[config.mk]
export PLATFORM = sky130hd
export DESIGN_NAME = conv1d_requant
export DESIGN_NICKNAME = d
export VERILOG_FILES = /design/src/rtl/conv1d_requant.sv
export SDC_FILE = /design/constraint.sdc
export NUM_CORES = 1
export LEC_CHECK = 0
export ABC_CLOCK_PERIOD_IN_PS = 5700
export BUFFER_PORTS_ARGS = -buffer_cell sky130_fd_sc_hd__buf_4
export CORE_MARGIN = 2
export CORE_UTILIZATION = 40
export DETAILED_ROUTE_END_ITERATION = 10
export PLACE_DENSITY_LB_ADDON = 0.12
export SETUP_SLACK_MARGIN = 0.15
export SLEW_MARGIN = 20
export SYNTH_ARGS = -nofsm -noshare
export SYNTH_HDL_FRONTEND = slang
export SYNTH_SLANG_ARGS = --single-unit
[constraint.sdc]
create_clock -name clk -period 5.7 [get_ports clk]
set_input_delay 0.285 -clock clk [delete_from_list [all_inputs] [get_ports clk]]
set_output_delay 0.285 -clock clk [all_outputs]
set_load 0.01 [all_outputs]
[src/rtl/conv1d_requant.sv]
// Requantisation stage behind the conv1d PE chain: drops pipeline-fill psums,
// rounds/shifts each result to DW bits, applies the activation and saturates.
`ifndef WIDTH_DATA
`define WIDTH_DATA 16
`endif

module conv1d_requant #(
    parameter int DW = `WIDTH_DATA,
    parameter int K  = 3,
    parameter int LW = 16
) (
    input  logic            clk,
    input  logic            rst_n,
    input  logic            start_i,
    input  logic [LW-1:0]   frame_len_i,
    input  logic [4:0]      shift_i,
    input  logic [1:0]      act_mode_i,
    input  logic            in_valid_i,
    output logic            in_ready_o,
    input  logic [2*DW-1:0] psum_in_i,
    output logic            out_valid_o,
    input  logic            out_ready_i,
    output logic [DW-1:0]   out_data_o,
    output logic            out_last_o,
    output logic            busy_o
);

    localparam int PW = 2 * DW;
    localparam int CW = (K > 1) ? $clog2(K) : 1;
    localparam logic [CW-1:0] WARM_LAST = CW'((K > 1) ? K - 2 : 0);

    localparam logic [1:0] S_IDLE   = 2'd0;
    localparam logic [1:0] S_WARMUP = 2'd1;
    localparam logic [1:0] S_RUN    = 2'd2;
    localparam logic [1:0] FIRST_STATE = (K > 1) ? S_WARMUP : S_RUN;

    localparam logic signed [PW-1:0] SAT_MAX = {{(DW + 1){1'b0}}, {(DW - 1){1'b1}}};
    localparam logic signed [PW-1:0] SAT_MIN = {{(DW + 1){1'b1}}, {(DW - 1){1'b0}}};

    logic [1:0]    state_q, state_d;
    logic [CW-1:0] warmCnt_q, warmCnt_d;
    logic [LW-1:0] runCnt_q, runCnt_d;
    logic [LW-1:0] lenCfg_q, lenCfg_d;
    logic [4:0]    shiftCfg_q, shiftCfg_d;
    logic [1:0]    actCfg_q, actCfg_d;

    logic                 s1Valid_q, s1Valid_d;
    logic signed [PW-1:0] s1Data_q, s1Data_d;
    logic                 s1Last_q, s1Last_d;
    logic                 s2Valid_q, s2Valid_d;
    logic [DW-1:0]        s2Data_q, s2Data_d;
    logic                 s2Last_q, s2Last_d;

    logic s2Free;
    logic inputOpen;
    logic accept;
    logic runAccept;
    logic lastFire;

    logic signed [PW:0]   pExt;
    logic signed [PW:0]   rndConst;
    logic signed [PW:0]   rndSum;
    logic signed [PW-1:0] rndShift;
    logic signed [PW-1:0] actVal;
    logic [DW-1:0]        satVal;

    // s1 may only advance into s2 when s2 is empty or draining this cycle.
    assign s2Free     = !s2Valid_q || out_ready_i;
    assign inputOpen  = (state_q == S_WARMUP) || ((state_q == S_RUN) && (runCnt_q != lenCfg_q));
    assign in_ready_o = inputOpen && (!s1Valid_q || s2Free);
    assign accept     = in_valid_i && in_ready_o;
    assign runAccept  = accept && (state_q == S_RUN);
    assign lastFire   = s2Valid_q && out_ready_i && s2Last_q;

    assign out_valid_o = s2Valid_q;
    assign out_data_o  = s2Data_q;
    assign out_last_o  = s2Last_q;
    assign busy_o      = (state_q != S_IDLE);

    always_comb begin
        state_d    = state_q;
        warmCnt_d  = warmCnt_q;
        runCnt_d   = runCnt_q;
        lenCfg_d   = lenCfg_q;
        shiftCfg_d = shiftCfg_q;
        actCfg_d   = actCfg_q;
        case (state_q)
            S_IDLE: begin
                if (start_i && (frame_len_i != '0)) begin
                    state_d    = FIRST_STATE;
                    warmCnt_d  = '0;
                    runCnt_d   = '0;
                    lenCfg_d   = frame_len_i;
                    shiftCfg_d = shift_i;
                    actCfg_d   = act_mode_i;
                end
            end
            S_WARMUP: begin
                if (accept) begin
                    if (warmCnt_q == WARM_LAST) begin
                        state_d   = S_RUN;
                        warmCnt_d = '0;
                    end else begin
                        warmCnt_d = warmCnt_q + CW'(1);
                    end
                end
            end
            S_RUN: begin
                if (runAccept) begin
                    runCnt_d = runCnt_q + LW'(1);
                end
                if (lastFire) begin
                    state_d = S_IDLE;
                end
            end
            default: state_d = S_IDLE;
        endcase
    end

    // Round half toward +inf in PW+1 bits so the bias add can never overflow.
    always_comb begin
        pExt     = {psum_in_i[PW-1], psum_in_i};
        rndConst = '0;
        if (shiftCfg_q != 5'd0) begin
            rndConst = {{PW{1'b0}}, 1'b1} << (shiftCfg_q - 5'd1);
        end
        rndSum   = pExt + rndConst;
        rndShift = PW'(rndSum >>> shiftCfg_q);
    end

    always_comb begin
        case (actCfg_q)
            2'b01:   actVal = (s1Data_q < 0) ? '0 : s1Data_q;
            2'b10:   actVal = (s1Data_q < 0) ? (s1Data_q >>> 3) : s1Data_q;
            default: actVal = s1Data_q;
        endcase
        if (actVal > SAT_MAX) begin
            satVal = SAT_MAX[DW-1:0];
        end else if (actVal < SAT_MIN) begin
            satVal = SAT_MIN[DW-1:0];
        end else begin
            satVal = actVal[DW-1:0];
        end
    end

    always_comb begin
        s1Valid_d = s1Valid_q;
        s1Data_d  = s1Data_q;
        s1Last_d  = s1Last_q;
        s2Valid_d = s2Valid_q;
        s2Data_d  = s2Data_q;
        s2Last_d  = s2Last_q;
        if (s2Free) begin
            s2Valid_d = s1Valid_q;
            s1Valid_d = 1'b0;
            if (s1Valid_q) begin
                s2Data_d = satVal;
                s2Last_d = s1Last_q;
            end
        end
        if (runAccept) begin
            s1Valid_d = 1'b1;
            s1Data_d  = rndShift;
            s1Last_d  = (runCnt_q == lenCfg_q - LW'(1));
        end
    end

    always_ff @(posedge clk or negedge rst_n) begin
        if (!rst_n) begin
            state_q    <= S_IDLE;
            warmCnt_q  <= '0;
            runCnt_q   <= '0;
            lenCfg_q   <= '0;
            shiftCfg_q <= '0;
            actCfg_q   <= '0;
            s1Valid_q  <= 1'b0;
            s1Data_q   <= '0;
            s1Last_q   <= 1'b0;
            s2Valid_q  <= 1'b0;
            s2Data_q   <= '0;
            s2Last_q   <= 1'b0;
        end else begin
            state_q    <= state_d;
            warmCnt_q  <= warmCnt_d;
            runCnt_q   <= runCnt_d;
            lenCfg_q   <= lenCfg_d;
            shiftCfg_q <= shiftCfg_d;
            actCfg_q   <= actCfg_d;
            s1Valid_q  <= s1Valid_d;
            s1Data_q   <= s1Data_d;
            s1Last_q   <= s1Last_d;
            s2Valid_q  <= s2Valid_d;
            s2Data_q   <= s2Data_d;
            s2Last_q   <= s2Last_d;
        end
    end

endmodule

Word level (Yosys, flattened, before mapping) --
Cells that the tools add are included.
Word-level totals: bits in registers 95, input port bits 60, logic and storage cells 78
Operators by class: $add $sub $neg 5, magnitude comparators 3, eq/ne operators 12, shift operators 2, multiplexer cells 20, reduce and logical (&&, ||, !) cells 24
Operators by type and width (number):
- 16-bit 2-to-1 mux | 4
- 32-bit case mux with 2 select lines | 1
- 32-bit by 33-bit adder with 33-bit output | 1
- 33-bit 2-to-1 mux | 1
- 1-bit by 5-bit left shift with 33-bit output, first input constant | 1
- 33-bit by 5-bit >>> shifter with 32-bit output | 1
- 32-bit by 16-bit > comparator with 1-bit output, second input constant | 1
- 32-bit by 1-bit < comparator with 1-bit output, second input constant | 1
- 32-bit by 16-bit < comparator with 1-bit output, second input constant | 1
- 32-bit 2-to-1 mux | 1
- 16-bit case mux with 2 select lines | 1
- 31-bit 2-to-1 mux | 1
- 16-bit by 1-bit adder with 16-bit output, second input constant | 1
- 16-bit equality test | 1
- 16-bit != test | 1
- 16-bit nonzero test | 1
- 16-bit by 1-bit subtractor with 16-bit output, second input constant | 1
- 2-bit 2-to-1 mux | 7
- 2-bit != test, second input constant | 4
- 2-bit nonzero test | 4
- 1-bit logical AND | 7
- 2-bit by 1-bit equality test with 1-bit output, second input constant | 3
- 2-bit case mux with 3 select lines | 1
- 3-bit AND reduction | 2
- other kinds (12) | 18

Longest topological paths before layout --
Gate-level depths: netlist of the first run.
depth in word-level cells 8, mapped depth 20, mapped depth without buffers 15

Worst setup path after synthesis of the first run --
No wires, ideal clock.
path kind flip-flop to flip-flop, from register shiftCfg_q[0], to register s1Data_q[0], data arrival time 4.626 ns, required time 5.623 ns, setup slack 0.996 ns, cell stages (with the launch flop) 19, buffers on the path 4, period minus slack after synthesis 4.704 ns, cells stage by stage dfrtp_1 -> clkbuf_1 -> inv_1 -> buf_1 -> clkbuf_1 -> nand2_1 -> clkbuf_1 -> nor2_1 -> ha_1 -> and3_2 -> a221o_1 -> a221oi_2 -> o211ai_2 -> a311oi_4 -> xor2_1 -> mux4_2 -> mux2i_1 -> mux2i_1 -> a21oi_1
On the way: word-level cells in the longest chain between the ends 5, elaborated cells on any way between the ends 6
Ends and longest elaborated chain:
- from (decl) | line 44 | logic [4:0] shiftCfg_q, shiftCfg_d;
- from (signal assigned) | line 187 | shiftCfg_q <= shiftCfg_d;
- 5-bit by 1-bit subtractor with 5-bit output | line 125 | rndConst = {{PW{1'b0}}, 1'b1} << (shiftCfg_q - 5'd1);
- 1-bit by 5-bit left shift with 33-bit output | line 125
- 33-bit 2-to-1 mux | line 124 | if (shiftCfg_q != 5'd0) begin
- 32-bit by 33-bit adder with 33-bit output | line 127 | rndSum = pExt + rndConst;
- 33-bit by 5-bit >>> shifter with 32-bit output * | line 128 | rndShift = PW'(rndSum >>> shiftCfg_q);
- to (signal assigned) | line 190 | s1Data_q <= s1Data_d;
- to (decl) | line 48 | logic signed [PW-1:0] s1Data_q, s1Data_d;
Mark *: on every way between the ends. The rest lies on a longest branch, timed or not. A chain may end at the register's enable or synchronous reset.

Worst setup path in the final report of the first run --
Ends and elaborated chain as after synthesis.

==> results.sh, run 1 <==
export IMPL_status="completed"
export IMPL_fin_cells=1463
export IMPL_max_freq_mhz=200
export IMPL_portBuffers=79
export IMPL_drtIter0Drc=816
export IMPL_cts_tree="built"
export IMPL_postCtsSetupBuffers=0
export IMPL_core_um2=21900
export IMPL_worstSetupPathType="register to register"
export IMPL_rsz0062_at_grt="no"
export IMPL_max_cap_viol_count=0
export IMPL_die_w_um=154
export IMPL_htreeDepth=3
export IMPL_start_util_pct=40.9
export IMPL_cpPeakStageDelay_ns=0.60
export IMPL_wl_per_cell_um=19.6
export IMPL_drt_total_wl_um=28700
export IMPL_final_setup_viol_count=0
export IMPL_cts_root_buf="clkbuf_16"
export IMPL_final_common_cell="nand2_1"
export IMPL_fp_dieH_um=154
export IMPL_place_congestion=0.962
export IMPL_holdPathStages=3
export IMPL_ys_flop_type="dfrtp_1"
export IMPL_place_area_um2=9750
export IMPL_rrSetupSlack_ns=0.70
export IMPL_reg2reg_to="s1Data_q[0]"
export IMPL_drive_above_1_share_pct=14.0
export IMPL_layout_common_cells="nand2_1 (178), nor2_1 (125), buf_4 (101)"
export IMPL_yosys_warnings=0
export IMPL_grt_overflow_total=0
export IMPL_syn_avg_cell_area_um2=7.82
export IMPL_antenna_found_initial=0
export IMPL_min_from="frame_len_i[12]"
export IMPL_relSlewSlack_pct=29.6
export IMPL_vias=8859
export IMPL_worstHoldPathType="input port to register"
export IMPL_hold_violations=0
export IMPL_whs_endpoint="lenCfg_q[12]"
export IMPL_p_total_mw=5.01
export IMPL_worstRegToRegCells=14
export IMPL_ir_worst_vdd_mv=0.186
export IMPL_cts_reportedPaths_clkPinSlew_ns=0.07
export IMPL_antenna_cells=0
export IMPL_first_pass_iters=9
export IMPL_worst_pin_slew_ns=1.05
export IMPL_antenna_left=0
export IMPL_timing_final_crit_period_ns=5.00
export IMPL_p_leak_nw=4.33
export IMPL_setup_tns_ns=0
export IMPL_holdWs_ns=0.147
export IMPL_r2r_start="shiftCfg_q[0]"
export IMPL_rows=54
export IMPL_async_flop_share_pct=100
export IMPL_finalMaxSlewViolations=0
export IMPL_syn_inst=1144
export IMPL_post_synth_instance_area_um2=8940
export IMPL_grt_pass1_wl_um=46100
export IMPL_cp_arrival_ns=5.27
export IMPL_synth_edf_count=0
export IMPL_cts_hold_buf=1
export IMPL_ys_seq_elements=95
export IMPL_grt_max_degree=65
export IMPL_area_growth_syn_to_layout_pct=12.2
export IMPL_grt_pass1_vias=8371
export IMPL_final_nets=1275
export IMPL_cp_start_kind="register"
export IMPL_final_cell_area_um2=10000
export IMPL_power_density_nw_per_um2=499
export IMPL_grt_total_usage_pct=23.9
export IMPL_cp_max_fo=17
export IMPL_hpwl_um=22400
export IMPL_worstSkewPairLatency_ns=0.34
export IMPL_routed_via_density=6.06
export IMPL_cts_sinks=95
export IMPL_place_inst=1446
export IMPL_skew_ns=0.0107
export IMPL_cts_resized=0
export IMPL_cp_cell_sequence="nand2_1, nor3_1, ha_1, fa_1, a21o_1, a221o_1, a221oi_2, o211ai_2, a311oi_4, xor2_1, mux4_2, mux2i_1, mux2i_1, a21oi_1"
export IMPL_cp_common_cell="mux2i_1"
export IMPL_numCtsBuffers=9
export IMPL_clockBufferDepth=2
export IMPL_slowest_stage="dfrtp_1"
export IMPL_dieArea_um2=23600
export IMPL_netlist_cell_type_count=84
export IMPL_cp_required_ns=5.97
export IMPL_ys_seq_area_share_pct=26.6
export IMPL_syn_nets=1241
export IMPL_crit_path_end_kind="register"
export IMPL_min_period_over_period_pct=87.7
export IMPL_ios=80
export IMPL_drc=0
[Yosys cell counts (8+ instances only)]
library cell / n / area, um2
o221ai_1: 10 / 87.6
o21ai_0: 68 / 340
mux2_2: 15 / 169
mux2i_1: 40 / 400
o22ai_1: 10 / 62.6
mux4_2: 11 / 248
o211ai_1: 21 / 158
nor2b_1: 8 / 50.1
xor2_1: 33 / 289
nor4_1: 16 / 100
a21oi_1: 71 / 355
o31ai_1: 10 / 75.1
xnor2_1: 33 / 289
clkbuf_1: 51 / 191
nor2_1: 125 / 469
nand2_1: 178 / 668
inv_1: 19 / 71.3
o22a_1: 17 / 149
nand3_1: 29 / 145
a31oi_1: 13 / 81.3
nand4_1: 26 / 163
a211oi_1: 13 / 97.6
dfrtp_1: 95 / 2380
o21a_1: 8 / 60.1
buf_1: 14 / 52.6
nor3_1: 28 / 140
ha_1: 36 / 450
buf_2: 11 / 55.1
a22oi_1: 10 / 75.1
a21o_1: 13 / 97.6
[worst max-delay path: cells and delay by family (launching register included)]
family / cells / cell delay, ns
XOR/XNOR: 1 / 0.21
adder cells (fa/ha/maj): 2 / 0.67
AND/OR/NAND/NOR: 2 / 0.62
AO/OA/AOI/OAI: 6 / 1.77
multiplexers: 3 / 1.07
flip-flops: 1 / 0.60
[per-stage QoR]
step | utilization (%) | setup WS (ns)
6_report | 45.8 | 0.701
2_1_floorplan | - | 0.996
3_5_place_dp | 44.5 | 0.802
3_3_place_gp | 44.5 | 0.798
5_1_grt | 45.8 | 0.502
4_1_cts | 45.8 | 0.780
[worst max-delay path by stage]
stage,start,to,slack [ns],cells after the start
3_3_place_gp,shiftCfg_q[4],s1Data_q[0],0.80,15
6_report,shiftCfg_q[0],s1Data_q[0],0.70,14
5_1_grt,shiftCfg_q[0],s1Data_q[20],0.50,14
4_1_cts,shiftCfg_q[0],s1Data_q[0],0.78,14
3_5_place_dp,shiftCfg_q[0],s1Data_q[0],0.80,14
2_1_floorplan,shiftCfg_q[0],s1Data_q[0],1.0,18
[sequential cells by signal, indices dropped and copies added (netlist names)]
name / flops
out_valid_o: 1
s1Valid_q: 1
warmCnt_q: 2
state_q: 2
out_last_o: 1
actCfg_q: 2
lenCfg_q: 16
s1Last_q: 1
s1Data_q: 32
runCnt_q: 16
shiftCfg_q: 5
out_data_o: 16
[routing by layer]
layer  part of all wire, %  GRT usage [%]  vias up  wire length [um]
li1                      -              -     4270                 -
met1                    47           34.5     4202             13400
met2                    46           38.2      334             13100
met3                   5.3           2.06       53              1510
met4                   2.2           6.73        0               644
met5                     0              0        -                 0
[power by group]
group / switching, mW / internal [mW]
combinational: 1.95 / 1.25
sequential: 0.299 / 0.937
clock: 0.269 / 0.299
total: 2.52 / 2.49
[kinds of logic after synthesis]
kind of cell	count (synthesis)	share of synthesized area (%)
compound gates	329	25.4
xor+xnor	67	6.64
fa+ha+maj	37	5.26
buf+inv	101	4.53
flops	95	26.6
mux	66	9.13
other cells	1	0.0419
simple gates	448	22.4
[final cells by class]
| class | instances | area, um2 |
|---|---|---|
| clock buffers | 10 | 229 |
| clock inverters | 6 | 46.3 |
| fillers | 2297 | 11900 |
| inverters | 22 | 82.6 |
| multi-input cells | 948 | 6180 |
| flip-flops and latches | 95 | 2380 |
| well taps | 280 | 350 |
| repair buffers | 102 | 768 |
Note: power is estimated with default switching activity, not from simulation.
==> inputs of run 2 (changes only) <==
Settings changed: REMOVE_ABC_BUFFERS set to 1.
==> run 2 against run 1 <==
Sequential power hardly changed; highest routed layer unchanged; final cell count increased by 0.27%; critical path type unchanged; critical path depth is the same; setup slack better by 0.18 ns; non-clock buffer count increased by 4; design area is 0.87% higher; sequential share of layout area decreased by 0.21 points; core utilization up 0.40 points; register-to-register slack better by 0.18 ns; combinational power about the same; worst hold slack got worse by 0.0061 ns.
==> results.sh, run 2 (synthesis results as in run 1) <==
export IMPL_grt_overflow_total=0
export IMPL_fin_util_pct=46.2
export IMPL_drtIter0Drc=715
export IMPL_cp_max_fo=20
export IMPL_largest_reg_flops=32
export IMPL_finalMaxSlewViolations=0
export IMPL_antenna_cells=0
export IMPL_final_common_cell="nand2_1"
export IMPL_hpwl_um=21800
export IMPL_cp_required_ns=5.91
export IMPL_worstHoldPathType="input port to register"
export IMPL_slowest_stage="dfrtp_1"
export IMPL_grt_pass1_wl_um=46000
export IMPL_grt_total_usage_pct=23.8
export IMPL_cpPeakStageDelay_ns=0.79
export IMPL_fillCellCount=2265
export IMPL_worstSkewPairLatency_ns=0.34
export IMPL_ir_worst_vdd_mv=0.191
export IMPL_p_total_mw=5.14
export IMPL_min_from="frame_len_i[7]"
export IMPL_max_cap_viol_count=0
export IMPL_drt_total_wl_um=28600
export IMPL_drive_above_1_share_pct=14.3
export IMPL_holdPathStages=3
export IMPL_holdWs_ns=0.140
export IMPL_dieArea_um2=23600
export IMPL_routed_via_density=6.11
export IMPL_fp_dieH_um=154
export IMPL_rows=54
export IMPL_hold_violations=0
export IMPL_wl_per_cell_um=19.5
export IMPL_portBuffers=79
export IMPL_timing_final_crit_period_ns=4.81
export IMPL_max_freq_mhz=208
export IMPL_r2r_start="shiftCfg_q[2]"
export IMPL_cp_num_buf_inv=1
export IMPL_drc=0
export IMPL_start_util_pct=40.9
export IMPL_postCtsSetupBuffers=0
export IMPL_rsz0062_at_grt="no"
export IMPL_relSlewSlack_pct=28.1
export IMPL_die_w_um=154
export IMPL_cts_reportedPaths_clkPinSlew_ns=0.07
export IMPL_startpoint="shiftCfg_q[2]"
export IMPL_first_pass_iters=7
export IMPL_p_leak_nw=4.38
export IMPL_worstRegToRegCells=14
export IMPL_rrSetupSlack_ns=0.89
export IMPL_final_setup_viol_count=0
export IMPL_antenna_found_initial=0
export IMPL_place_congestion=0.958
export IMPL_setup_tns_ns=0
export IMPL_final_nets=1279
export IMPL_power_density_nw_per_um2=508
export IMPL_grt_pass1_vias=8355
export IMPL_clockBufferDepth=2
export IMPL_cts_sinks=95
export IMPL_core_um2=21900
export IMPL_status="completed"
export IMPL_cp_start_kind="register"
export IMPL_cts_tree="built"
export IMPL_grt_max_degree=67
export IMPL_reg2reg_to="s1Data_q[11]"
export IMPL_numCtsBuffers=9
export IMPL_crit_family="simple AND/OR/NAND/NOR gates"
export IMPL_cts_root_buf="clkbuf_16"
export IMPL_cp_arrival_ns=5.03
export IMPL_cp_num_cells=14
export IMPL_worst_pin_slew_ns=1.07
export IMPL_crit_path_end_kind="register"
export IMPL_whs_endpoint="lenCfg_q[7]"
export IMPL_area_growth_syn_to_layout_pct=13.1
export IMPL_ios=80
export IMPL_top_register="s1Data_q"
export IMPL_worstSetupPathType="register to register"
export IMPL_min_period_over_period_pct=84.5
export IMPL_cp_cell_sequence="buf_4, nor2_1, nand2_1, nor2_1, ha_1, nand4_1, or4_1, o211ai_2, xor2_1, mux2_2, a221oi_1, o21ai_0, o21ai_0, nand3_1"
export IMPL_skew_ns=0.00639
export IMPL_antenna_left=0
export IMPL_fin_cells=1467
export IMPL_vias=8966
export IMPL_htreeDepth=3
export IMPL_layout_common_cells="nand2_1 (178), nor2_1 (125), buf_4 (105)"
export IMPL_place_inst=1450
==> run 2: cell count changes in the layout (fill, tap and decap cells not counted) <==
cell,change
clkinv_2,-1
buf_4,+4
bufinv_16,+2
clkinvlp_4,-1
clkinv_4,-2
clkbuf_8,+2
==> run 2: area by class of cell <==
| class | instances | area, um2 | area share (%) |
|---|---|---|---|
| Inverter | 22 | 82.6 | 0.816 |
| Multi-Input combinational cell | 948 | 6180 | 61.1 |
| Sequential cell | 95 | 2380 | 23.5 |
| Clock buffer | 12 | 256 | 2.53 |
| Clock inverter | 4 | 76.3 | 0.754 |
| Timing Repair Buffer | 106 | 798 | 7.89 |
| Tap cell | 280 | 350 | 3.46 |
==> run 2: tightest hold or removal path, delay by kind of cell <==
| kind | cells | cell delay (ns) |
|---|---|---|
| AND/OR/NAND/NOR | 2 | 0.08 |
| buffers and inverters | 1 | 0.08 |
==> run 2: metal layers <==
layer,vias up,GRT usage [%],wire [um]
li1,4284,-,-
met1,4298,35.2,13500
met2,333,36.7,12800
met3,51,2.62,1630
met4,0,7.12,617
met5,-,0,0
==> run 2: per-stage QoR <==
| stage | setup WS, ns | area (um2) |
|---|---|---|
| after floorplan | 0.486 | 8620 |
| after global placement | 1.07 | 9780 |
| after detailed placement | 1.04 | 9780 |
| after CTS | 0.988 | 10100 |
| after global routing | 0.571 | 10100 |
| final | 0.885 | 10100 |
==> run 2: report_power, final <==
group	internal (mW)	switching [mW]	leakage [nW]
clock	0.411	0.264	0.159
combinational	1.27	1.96	3.03
sequential	0.938	0.299	1.19
==> run 2: worst max-delay path by stage <==
stage          slack (ns)      endpoint
2_1_floorplan        0.49   s1Data_q[4]
3_5_place_dp         1.04   s1Data_q[0]
3_3_place_gp         1.07  s1Data_q[14]
5_1_grt              0.57  s1Data_q[11]
4_1_cts              0.99   s1Data_q[0]
6_report             0.89  s1Data_q[11]
==> run 2: what timing repair did <==
action,in CTS,in global routing
hold endpoints to repair,29,0
hold buffers,1,0
gates resized for setup,0,0
